<file path="src/rtl/pipeline_stage_skid.sv">
// Ready/valid pipeline register with a 2-entry skid buffer, registered in_ready and synchronous flush.
// Optional perf counters (stall_cnt, bubble_cnt) are built when PIPE_PERF_EN is defined.
module pipeline_stage_skid #(
  parameter int                DATA_W  = 32,
  parameter logic [DATA_W-1:0] NOP_VAL = '0,
  parameter int                CNT_W   = 32
) (
  input  logic              clk,
  input  logic              rst,
  input  logic              flush,
  input  logic              in_valid,
  output logic              in_ready,
  input  logic [DATA_W-1:0] in_data,
  output logic              out_valid,
  input  logic              out_ready,
  output logic [DATA_W-1:0] out_data,
  output logic [1:0]        occupancy
`ifdef PIPE_PERF_EN
  ,
  output logic [CNT_W-1:0]  stall_cnt,
  output logic [CNT_W-1:0]  bubble_cnt
`endif
);

  typedef struct packed {
    logic              valid;
    logic [DATA_W-1:0] data;
  } entry_t;

  localparam entry_t EMPTY = '{valid: 1'b0, data: NOP_VAL};

  entry_t main_q, skid_q;
  logic   in_fire, out_fire;

  // in_ready comes straight from the skid flop, so no ready path runs through this stage
  assign in_ready  = ~skid_q.valid;
  assign out_valid = main_q.valid;
  assign out_data  = main_q.data;
  assign occupancy = {1'b0, main_q.valid} + {1'b0, skid_q.valid};

  assign in_fire  = in_valid & in_ready & ~flush;
  assign out_fire = main_q.valid & out_ready;

  always_ff @(posedge clk or posedge rst) begin
    if (rst) begin
      main_q <= EMPTY;
      skid_q <= EMPTY;
    end else if (flush) begin
      main_q <= EMPTY;
      skid_q <= EMPTY;
    end else if (!main_q.valid) begin
      if (in_fire) main_q <= '{valid: 1'b1, data: in_data};
    end else if (!skid_q.valid) begin
      if (in_fire && out_fire)  main_q.data <= in_data;
      else if (in_fire)         skid_q      <= '{valid: 1'b1, data: in_data};
      else if (out_fire)        main_q      <= EMPTY;
    end else if (out_fire) begin
      main_q <= skid_q;
      skid_q <= EMPTY;
    end
  end

`ifdef PIPE_PERF_EN
  // Saturating counters; only reset clears them, flush leaves them alone
  always_ff @(posedge clk or posedge rst) begin
    if (rst) begin
      stall_cnt  <= '0;
      bubble_cnt <= '0;
    end else begin
      if (main_q.valid && !out_ready && stall_cnt != '1)
        stall_cnt <= stall_cnt + CNT_W'(1);
      if (!main_q.valid && bubble_cnt != '1)
        bubble_cnt <= bubble_cnt + CNT_W'(1);
    end
  end
`endif

endmodule

</file>
<file path="config.mk">
export PLATFORM = sky130hd
export DESIGN_NAME = pipeline_stage_skid
export DESIGN_NICKNAME = d
export VERILOG_FILES = /design/src/rtl/pipeline_stage_skid.sv
export SDC_FILE = /design/constraint.sdc
export NUM_CORES = 1
export LEC_CHECK = 0
export CORE_MARGIN = 2
export CORE_UTILIZATION = 35
export DETAILED_ROUTE_END_ITERATION = 8
export PLACE_DENSITY = 0.7
export SLEW_MARGIN = 5
export SYNTH_ARGS = -nofsm -noshare
export SYNTH_HDL_FRONTEND = slang
export SYNTH_SLANG_ARGS = --single-unit
</file>
<file path="constraint.sdc">
create_clock -name clk -period 2.7 [get_ports clk]
set_clock_uncertainty 0.15 [all_clocks]
set_input_delay 0.27 -clock clk [delete_from_list [all_inputs] [get_ports clk]]
set_output_delay 0.27 -clock clk [all_outputs]
set_load 0.02 [all_outputs]
</file>
Word level (Yosys, flattened, before mapping). Cells that the tools add are included.

Input bits: 37. Word-level logic and storage cells: 34. Register bits after elaboration: 66. Output and inout bits: 36.

Multiplexer cells: 13. Add/sub/neg operators: 1. Bitwise operators: 5. Reductions and logical operators: 7. Eq/ne operators: 4.

Operator list (number): two-way mux 33 bit (10); two-way mux 32 bit (2); AND reduction 4 bit (2); nonzero test 3 bit (2); != test 5 x 4 -> 1 bit (second input constant) (1); nonzero test 5 bit (1); != test 4 x 3 -> 1 bit (second input constant) (1); AND 1 bit (3); != test 3 x 2 -> 1 bit (second input constant) (1); != test 3 bit (second input constant) (1); adder 1 x 1 -> 2 bit (1); NOT 1 bit (2); nonzero test 2 bit (1); logical AND 1 bit (1); two-way mux 1 bit (1).

Logic depth before layout (Yosys ltp).
Word-level depth: 8. Depth in mapped cells: 5. Gate-level depth less buffers: 3.

Worst setup path after synthesis. Ideal clock, no wire load.

Path type: flip-flop to flip-flop. Start: reg main_q, in the netlist out_valid. End: reg skid_q[10] (netlist name). Stages on the path, launching flop included: 6. Path slack: 1.148 ns. Period minus slack after synthesis: 1.552 ns. Data arrival time: 1.335 ns. Data required time: 2.483 ns. Cell sequence: dfrtp_1 > nand2b_1 > buf_2 > nor3b_4 > buf_6 > a32o_1.

Longest elaborated chain between the ends: 4. Elaborated cells between the ends (all ways): 6. Classes of those cells: 2 x eq/ne; 1 x bitwise; 3 x reduce/logical.

Ends and longest elaborated chain: start: declaration (line 32) `entry_t main_q, skid_q;`; start signal: assignment (line 52) `if (in_fire) main_q <= '{valid: 1'b1, data: in_data};`; start signal: assignment (line 58) `main_q <= skid_q;`; AND 1 bit (line 42) `assign out_fire = main_q.valid & out_ready;`; logical AND 1 bit (line 54) `if (in_fire && out_fire) main_q.data <= in_data;`; != test 3 bit (no source line); AND reduction 4 bit (no source line) *; end signal: assignment (line 55) `else if (in_fire) skid_q <= '{valid: 1'b1, data: in_data};`; end: declaration (line 32).

Mark *: on every way between the ends. The rest lies on a longest branch, timed or not. A chain may end at the register's enable or synchronous reset.

Final worst setup path.
Start: reg skid_q[32] (netlist name). End: reg skid_q[16] (netlist name).

Longest elaborated chain between the ends: 6. Elaborated cells between the ends (all ways): 11. Classes of those cells: 2 x eq/ne; 3 x mux; 3 x bitwise; 3 x reduce/logical.

Ends and longest elaborated chain: NOT 1 bit (line 36) `assign in_ready = ~skid_q.valid;`; AND 1 bit (2 in series) (line 41) `assign in_fire = in_valid & in_ready & ~flush;`; logical AND 1 bit (line 54); != test 3 bit (no source line); AND reduction 4 bit (no source line).

Several ways; a longest one is shown, not always the timed one. The select of a mux whose other input is x is not followed.

==> impl_metrics.tcl <==
set metrics [dict create \
    rows 32 \
    core_mm2 0.007727 \
    htreeDepth 3 \
    ys_warn_count 0 \
    required_ns 2.82 \
    dpl.hpwl_um 4491 \
    ios 73 \
    root_buffer "clkbuf_8" \
    cts_buffer_depth 2 \
    drv_cap 0 \
    synthesis.area_mm2 0.002801 \
    wl_um 7319 \
    drc 0 \
    slew_headroom_pct 12.58 \
    die_w_um 93.47 \
    die_h_um 93.47 \
    port_buffers 72 \
    worst_slack_ns 0.4607 \
    wl_per_cell_um 19.16 \
    seq_area_mm2 0.001652 \
    cts_tree "built" \
    final_common_cell "clkdlybuf4s50_1" \
    critPathArrivalTime_ns 2.36 \
    critPathCaptureType "register" \
    grt_pass1_wl_um 11670 \
    gp_congestion 0.8094 \
    ant_nets 0 \
    multiInputGateArea_mm2 0.001010 \
    syn_to_final_growth_pct 36.31 \
    grt_max_degree 40 \
    p_total_w 0.002240 \
    design.die.area_mm2 0.008736 \
    dp.cells 366 \
    p_leak_nw 1.525 \
    ys_seq_elements 66 \
    synthesis.instances 209 \
    setup_tns_ns 0 \
    initial_core_util_pct 36.25 \
    setup_viol 0 \
    ir_drop_mv 0.2468 \
    diodes 0 \
    post-cts-setup-buffers 0 \
    ys_types 18 \
    first_global_vias 2248 \
    drt_iter0_drc 188 \
    start_kind "register" \
    final_cell_mix "clkdlybuf4s50_1 (72), dfrtp_1 (66), a32oi_1 (32), o2bb2ai_1 (32), a32o_1 (32)" \
    period_share_pct 82.94 \
    num-nets-final 313 \
    syn_area_per_cell_um2 13.40 \
    pre_cts_ws_ns 0.1968 \
    n_fill_cell 686 \
    vias 2256 \
    fin_crit_ns 2.239 \
    cts_resized 0 \
    hold_buffers 0 \
    power_density_mw_per_mm2 586.6 \
    status "complete, no violations" \
    grt_use_total_pct 17.51 \
    dr.pass1.iters 4 \
    ys_seq_area_share_pct 58.95 \
    final_cells 382 \
    cp_max_fo 23 \
    fmax_ghz 0.4466 \
    tightestPinTransition_ns 1.311 \
    drv_slew 0 \
    min_path_type "input port to asynchronous set/reset pin" \
    critPathKind "register to register" \
    cts.sinks 66 \
    hold_violations 0 \
    clkLatencyLatePin_ns 0.33 \
    antenna_found_initial 0 \
    cts_buffers 9 \
    drive_gt1_share_pct 10.36 \
    rsz0062_at_grt "false" \
    syn_nets 247 \
    overflow 0 \
    avgViaCountPerCell 5.906 \
    path_clk_slew_ns 0.07 \
]
[flip-flops by register name, summed over array words and instances (netlist names)]
register and count:
out_data 32, out_valid 1, skid_q 33
[worst max-delay path, stage by stage, from the launching register on]
cell	delay, ns
dfrtp_1	0.47
and2_1	0.21
o21ai_2	0.84
buf_4	0.32
a32o_1	0.18
[per-stage QoR]
step           hold slack (ns)  area (um2)  utilization [%]
3_3_place_gp            0.3226        3621            46.86
3_5_place_dp            0.3237        3621            46.86
4_1_cts                 0.1970        3819            49.42
2_1_floorplan           0.1864        2801                -
6_report                0.1775        3819            49.42
5_1_grt                 0.2166        3819            49.42
[report_power, final]
part	leakage, nW	internal (W)	switching [W]
logic	0.520	0.000162	0.000188
registers	0.905	0.00103	0.0000280
clock network	0.101	0.000477	0.000355
[cell families after synthesis]
logic type / share of synthesized area, %
flip-flops: 58.95
adder cells (fa/ha/maj): 0.4466
AO/OA/AOI/OAI: 32.43
AND/OR/NAND/NOR: 2.724
buffers and inverters: 5.449
[cell usage after synthesis (all sizes together)]
master | instances | area share, %
a21o | 1 | 0.27
a21oi | 2 | 0.36
a32o | 32 | 11
a32oi | 32 | 10
and2 | 2 | 0.45
buf | 17 | 3.7
clkbuf | 10 | 1.3
dfrtp | 66 | 59
ha | 1 | 0.45
inv | 3 | 0.40
nand2b | 2 | 0.45
nor2 | 3 | 0.40
nor2b | 1 | 0.22
nor3b | 3 | 1.2
o21ai | 2 | 0.36
o2bb2ai | 32 | 10
[layout make-up]
class | instances | share of cell area (%)
Clock inverter | 2 | 0.9174
Clock buffer | 14 | 4.260
Timing Repair Buffer | 82 | 21.49
Tap cell | 102 | 3.342
Multi-Input combinational cell | 113 | 26.44
Sequential cell | 66 | 43.25
Inverter | 3 | 0.2949
[routing by layer]
layer / vias to the layer above / GRT usage, % / share of wire [%]
met3: 12 / 4.190 / 6.5
met1: 1152 / 25.16 / 45
met4: 0 / 7.230 / 1.8
met2: 85 / 25.30 / 46
li1: 1007 / - / -
met5: - / 0 / 0
[final timing paths]
check	startpoint	endpoint	slack (ns)	cells past startpoint
max	skid_q[32]$_DFFE_PP0P_	skid_q[16]$_DFFE_PP0P_	0.46	4
min	rst	skid_q[6]$_DFFE_PP0P_	0.18	2
max reg2reg	skid_q[32]$_DFFE_PP0P_	skid_q[16]$_DFFE_PP0P_	0.46	4
min reg2reg	out_data[13]$_DFFE_PP0P_	out_data[13]$_DFFE_PP0P_	0.34	1
max in group asynchronous	rst	out_data[16]$_DFFE_PP0P_	1.59	3
min in group clk	out_data[13]$_DFFE_PP0P_	out_data[13]$_DFFE_PP0P_	0.34	1
(Power assumes the default switching activity.)
